File: config.mk
export PLATFORM = sky130hd
export DESIGN_NAME = vc_dispatch_ctrl
export DESIGN_NICKNAME = d
export VERILOG_FILES = /design/src/rtl/vc_ctrl_pkg.sv /design/src/rtl/vc_router.sv /design/src/rtl/vc_dispatch_ctrl.sv
export SDC_FILE = /design/constraint.sdc
export NUM_CORES = 1
export LEC_CHECK = 0
export CORE_MARGIN = 8
export CORE_UTILIZATION = 25
export CTS_CLUSTER_DIAMETER = 120
export DETAILED_ROUTE_END_ITERATION = 12
export SYNTH_ARGS = -nofsm -noshare
export SYNTH_HDL_FRONTEND = slang
export SYNTH_SLANG_ARGS = --single-unit
File: constraint.sdc
create_clock -name clk -period 2.5 [get_ports clk]
set_clock_uncertainty 0.1 [all_clocks]
set_input_delay 0.375 -clock clk [delete_from_list [all_inputs] [get_ports clk]]
set_output_delay 0.375 -clock clk [all_outputs]
set_load 0.01 [all_outputs]
File: src/rtl/vc_ctrl_pkg.sv
// Shared definitions for the VC dispatch controller: state encodings and
// the traffic-class select bit helper.
package vc_ctrl_pkg;

    localparam int STATE_W = 3;

    typedef enum logic [STATE_W-1:0] {
        ST_RESET  = 3'd0,
        ST_INIT   = 3'd1,
        ST_IDLE   = 3'd2,
        ST_ACTIVE = 3'd3,
        ST_ERROR  = 3'd4
    } state_t;

    // The top data bit carries the traffic class and selects VC1 when set.
    function automatic int vc_sel_bit(input int bw);
        return bw - 1;
    endfunction

endpackage

File: src/rtl/vc_router.sv
// Steers a word popped from the Main FIFO to VC0 or VC1 according to its
// traffic-class bit; data is held at zero when no word is being delivered.
module vc_router
    import vc_ctrl_pkg::*;
#(
    parameter int BW = 6
) (
    input  logic          valid,
    input  logic [BW-1:0] data_in,
    output logic          vc0_wr,
    output logic          vc1_wr,
    output logic [BW-1:0] data_out
);

    localparam int SEL = vc_sel_bit(BW);

    assign vc1_wr   = valid &  data_in[SEL];
    assign vc0_wr   = valid & ~data_in[SEL];
    assign data_out = valid ? data_in : '0;

endmodule

File: src/rtl/vc_dispatch_ctrl.sv
// Sequencer between the Main FIFO and the two VC FIFOs: programs thresholds,
// pops Main and routes each word by traffic class, latches FIFO errors.
// Optional per-VC write counters are built when VC_STATS_EN is defined.
module vc_dispatch_ctrl #(
    parameter int BW      = 6,
    parameter int LEN4    = 4,
    parameter int STATE_W = 3
) (
    input  logic               clk,
    input  logic               reset_L,
    input  logic               init,
    input  logic [LEN4-1:0]    umbral_MF_cfg_low,
    input  logic [LEN4-1:0]    umbral_MF_cfg_high,
    input  logic [LEN4-1:0]    umbral_VC_cfg_low,
    input  logic [LEN4-1:0]    umbral_VC_cfg_high,
    input  logic               Main_empty,
    input  logic               Main_error,
    input  logic [BW-1:0]      Main_data_in,
    input  logic               VC0_almost_full,
    input  logic               VC1_almost_full,
    input  logic               VC0_error,
    input  logic               VC1_error,
    output logic               Main_rd,
    output logic               VC0_wr,
    output logic               VC1_wr,
    output logic [BW-1:0]      VC_data_out,
    output logic [LEN4-1:0]    UmbralMF_LOW,
    output logic [LEN4-1:0]    UmbralMF_HIGH,
    output logic [LEN4-1:0]    UmbralVC_LOW,
    output logic [LEN4-1:0]    UmbralVC_HIGH,
    output logic [STATE_W-1:0] state,
    output logic               idle_out,
    output logic               error_out
`ifdef VC_STATS_EN
    ,
    output logic [7:0]         vc0_count,
    output logic [7:0]         vc1_count
`endif
);

    import vc_ctrl_pkg::*;

    state_t          state_reg, state_next;
    logic            rd_d1_reg;
    logic            error_reg;
    logic [LEN4-1:0] mf_low_reg, mf_high_reg, vc_low_reg, vc_high_reg;
    logic            err_any;
    logic            main_rd;
    logic            deliver;

    assign err_any = Main_error | VC0_error | VC1_error;
    assign main_rd = (state_reg == ST_ACTIVE) & ~Main_empty
                   & ~VC0_almost_full & ~VC1_almost_full;

    always_comb begin
        state_next = state_reg;
        case (state_reg)
            ST_RESET:  state_next = ST_INIT;
            ST_INIT: begin
                if (err_any)     state_next = ST_ERROR;
                else if (!init)  state_next = ST_IDLE;
            end
            ST_IDLE: begin
                if (err_any)          state_next = ST_ERROR;
                else if (init)        state_next = ST_INIT;
                else if (!Main_empty) state_next = ST_ACTIVE;
            end
            ST_ACTIVE: begin
                // init is deliberately not looked at until the burst drains
                if (err_any)
                    state_next = ST_ERROR;
                else if (Main_empty && !main_rd && !rd_d1_reg)
                    state_next = ST_IDLE;
            end
            ST_ERROR:  state_next = ST_ERROR;
            default:   state_next = ST_RESET;
        endcase
    end

    always_ff @(posedge clk or negedge reset_L) begin
        if (!reset_L) begin
            state_reg   <= ST_RESET;
            rd_d1_reg   <= 1'b0;
            error_reg   <= 1'b0;
            mf_low_reg  <= '0;
            mf_high_reg <= '0;
            vc_low_reg  <= '0;
            vc_high_reg <= '0;
        end else begin
            state_reg <= state_next;
            rd_d1_reg <= main_rd;
            if (state_next == ST_ERROR)
                error_reg <= 1'b1;
            if (state_reg == ST_INIT) begin
                mf_low_reg  <= umbral_MF_cfg_low;
                mf_high_reg <= umbral_MF_cfg_high;
                vc_low_reg  <= umbral_VC_cfg_low;
                vc_high_reg <= umbral_VC_cfg_high;
            end
        end
    end

    // A word popped just before an error is discarded rather than written.
    assign deliver = rd_d1_reg & (state_reg != ST_ERROR);

    vc_router #(
        .BW(BW)
    ) u_router (
        .valid    (deliver),
        .data_in  (Main_data_in),
        .vc0_wr   (VC0_wr),
        .vc1_wr   (VC1_wr),
        .data_out (VC_data_out)
    );

    assign Main_rd       = main_rd;
    assign UmbralMF_LOW  = mf_low_reg;
    assign UmbralMF_HIGH = mf_high_reg;
    assign UmbralVC_LOW  = vc_low_reg;
    assign UmbralVC_HIGH = vc_high_reg;
    assign state         = STATE_W'(state_reg);
    assign idle_out      = (state_reg == ST_IDLE);
    assign error_out     = error_reg;

`ifdef VC_STATS_EN
    logic [1:0] vc_wr_vec;
    logic [7:0] vc_count_reg [2];

    assign vc_wr_vec = {VC1_wr, VC0_wr};

    generate
        for (genvar gi = 0; gi < 2; gi++) begin : g_vc_stats
            always_ff @(posedge clk or negedge reset_L) begin
                if (!reset_L)
                    vc_count_reg[gi] <= '0;
                else if (state_next == ST_INIT)
                    vc_count_reg[gi] <= '0;
                else if (vc_wr_vec[gi])
                    vc_count_reg[gi] <= vc_count_reg[gi] + 8'd1;
            end
        end
    endgenerate

    assign vc0_count = vc_count_reg[0];
    assign vc1_count = vc_count_reg[1];
`endif

endmodule

==> summary.txt <==
Area growth from synthesis to layout - 71.00%
Vias in the first global route - 891
Core area - 3689 um^2
Pleak - 0.0006866 uW
Top_reg_cell synth - dfrtp_1
Yosys warns - 0
Number of distinct library cells after synthesis - 27
GRT Total Usage - 0.09162
Cell taking the most area after synthesis - dfrtp_1
Initial antenna violation count - 0
Count leader, synth - dfrtp_1
Buffers and inverters on the worst path - 1
Crit path max-delay family - simple AND/OR/NAND/NOR gates
Initial Util - 0.2609
Post-synth EDFFs - 0
Syn Std Cell Area - 962.2 um^2
Die Width - 78.04 um
Starting DRT DRC Count - 11
Post-detailed-routing wire length - 2762 um
FILL cells - 354
Met3 WL - 173 um
Kind of critical path - reg -> out
Area share of the largest cell type after synthesis - 0.5462
Max-slew headroom - 0.7350
Clk network pwr share - 0.128
Post-Layout Cell Count - 177
Setup WS pre-CTS - 0.1806 ns
Post-Place Cells - 173
Switching Power - 500.2 uW
Clock Path Buffers - 2
Fmax - 0.4119 GHz
CTS Root Cell - clkbuf_8
Status - completed
Synth Instances - 67
Skew-Pair Late Insertion Delay - 0.25 ns
Vias post-DR - 777
Combinational fraction of design power - 0.521
Final hold violation count - 0
CTS Sinks - 21
Ant. Diodes - 0
Via density - 4.390
Rows - 22
Setup Total Neg Slack - 0 ns
Post-CTS Hold Fix Bufs - 0
Post-synthesis sequential area ratio - 0.5462
RSZ-0062 raised after global routing - no
Async S/R FF share, synth - 1.000
Tightest Hold Check Type - in -> async
Critical path's largest stage delay - 0.51 ns
Worst path required time - 2.03 ns
Final WS setup - 0.07248 ns
Largest net degree at the start of global routing - 22
Number of CTS-inserted buffers - 3
Avg Cell Area, Syn - 14.36 um^2
#FFs+latches synth - 21
Die area - 6089 um^2
Slew Limit Fails - 0
Drt pass-1 iters - 4
Largest fanout on the critical path - 8
Critical Path Sink Type - output pin
Part of the power in registers - 0.351
I/O Pins - 61
CP Cell Sequence - or3b_1 -> and3_1 -> clkdlybuf4s50_1
Htree depth - 1
Power density over the cells - 1009 nW/um^2
Net Sw Frac - 0.3013
DR top layer - met4
Syn_nets - 98
First-pass GRT wire length - 4471 um
Number of port buffers - 60
DRC Markers - 0
Dpl hpwl - 2238 um
GPL Wtd Cong - 0.8043
Period minus WS final - 2.428 ns
Share of layout cells above drive strength 1 - 0.1938
Nets - 161
Internal - 1160 uW
Most instantiated cells after synthesis - dfrtp_1, mux2_4, and3_1, mux2_2, o21bai_1
Routed Antenna Nets - 0
Total grt overflow - 0
Worst Path Arrival - 1.95 ns
CTS tree - yes
Startpoint Class - register
Peak supply drop - 0.4840 mV
Max-Cap Viols - 0
Clk slew on worst S/H paths - 0.07 ns
Final period util - 0.9710
DRT met1 WL - 1047 um
Met2 Routed Length - 1500 um
Setup violators final - 0
Worst-Margin Slew - 0.3925 ns
DR WL/cell - 15.60 um
Die height - 78.04 um
Synth top area cells - dfrtp_1, mux2_4, mux2_2
Slowest-stage cell, CP - or3b_1
[cell families (layout without fill, tap and decap cells)]
family,after synthesis,count (layout),synth area share
flops,21,21,0.5462
simple gates,19,19,0.1249
mux,17,17,0.2367
compound gates,6,6,0.04681
buf+inv,4,66,0.04551
[path summary, 6_finish.rpt]
kind | end | cells past startpoint | start | slack (ns)
max | VC_data_out[5] | 3 | state[1] | 0.07
min | UmbralMF_HIGH[1] | 2 | reset_L | 0.36
max reg2reg | UmbralVC_HIGH[2] | 3 | state[2] | 0.98
min reg2reg | error_out | 1 | error_out | 0.37
max in group asynchronous | UmbralMF_LOW[1] | 2 | reset_L | 1.72
min in group clk | error_out | 1 | error_out | 0.37
[metrics by stage]
| stage | area [um^2] | hold slack (ns) | total power (uW) | util |
|---|---|---|---|---|
| floorplan | 962.2 | -0.02059 | 1072 | - |
| global placement | 1594 | 0.3550 | 1444 | 0.4322 |
| detailed placement | 1594 | 0.3540 | 1469 | 0.4322 |
| CTS | 1639 | 0.3708 | 1696 | 0.4444 |
| global route | 1645 | 0.3912 | 1782 | 0.4461 |
| finish | 1645 | 0.3631 | 1660 | 0.4461 |
[cell type report]
| class | instances | area (um^2) | share of cell area |
|---|---|---|---|
| Clock buffer | 4 | 45.04 | 0.02738 |
| Multi-Input combinational cell | 42 | 399.1 | 0.2426 |
| Sequential cell | 21 | 525.5 | 0.3194 |
| Tap cell | 48 | 60.06 | 0.03650 |
| Timing Repair Buffer | 62 | 615.6 | 0.3741 |
[power by group through the flow]
stage               Combinational (uW)  Clock (uW)  Sequential, uW
finish                             865         212             582
global route                       930         243             609
CTS                                884         226             586
detailed placement                 880           0             589
global placement                   867           0             578
floorplan                          419           0             652
[timing repair]
action                                  in CTS  in global routing
resized for setup                            0                  1
endpoints found under the hold margin        0                  0
setup buffers                                0                  0
endpoints found under the setup margin       0                  1
[routing by layer]
layer / vias up / GRT usage
li1: 362 / -
met1: 390 / 0.09748
met2: 23 / 0.1646
met3: 2 / 0.02733
met4: 0 / 0.03889
met5: - / 0
[layout by cell type (no fill, tap or decap)]
cell	synthesis	final
mux2_4	10	10
or3b_1	1	1
o311ai_0	1	1
and3b_1	1	1
nor2_2	1	1
mux2i_1	1	1
nand2_1	1	1
nand3_1	1	1
dfrtp_1	21	21
o21ai_0	1	1
a211o_1	1	1
or2_2	1	1
nand2b_1	1	1
and2_4	1	1
and3_1	6	6
or2b_1	1	1
nor2_1	1	1
clkbuf_1	0	1
buf_4	1	2
clkbuf_8	0	3
clkdlybuf4s50_1	0	60
o21bai_1	2	2
mux2_2	6	6
nor3_1	1	1
a211oi_1	1	1
nor4_2	0	1
or3_1	1	1
Note: power is estimated with default switching activity, not from simulation.
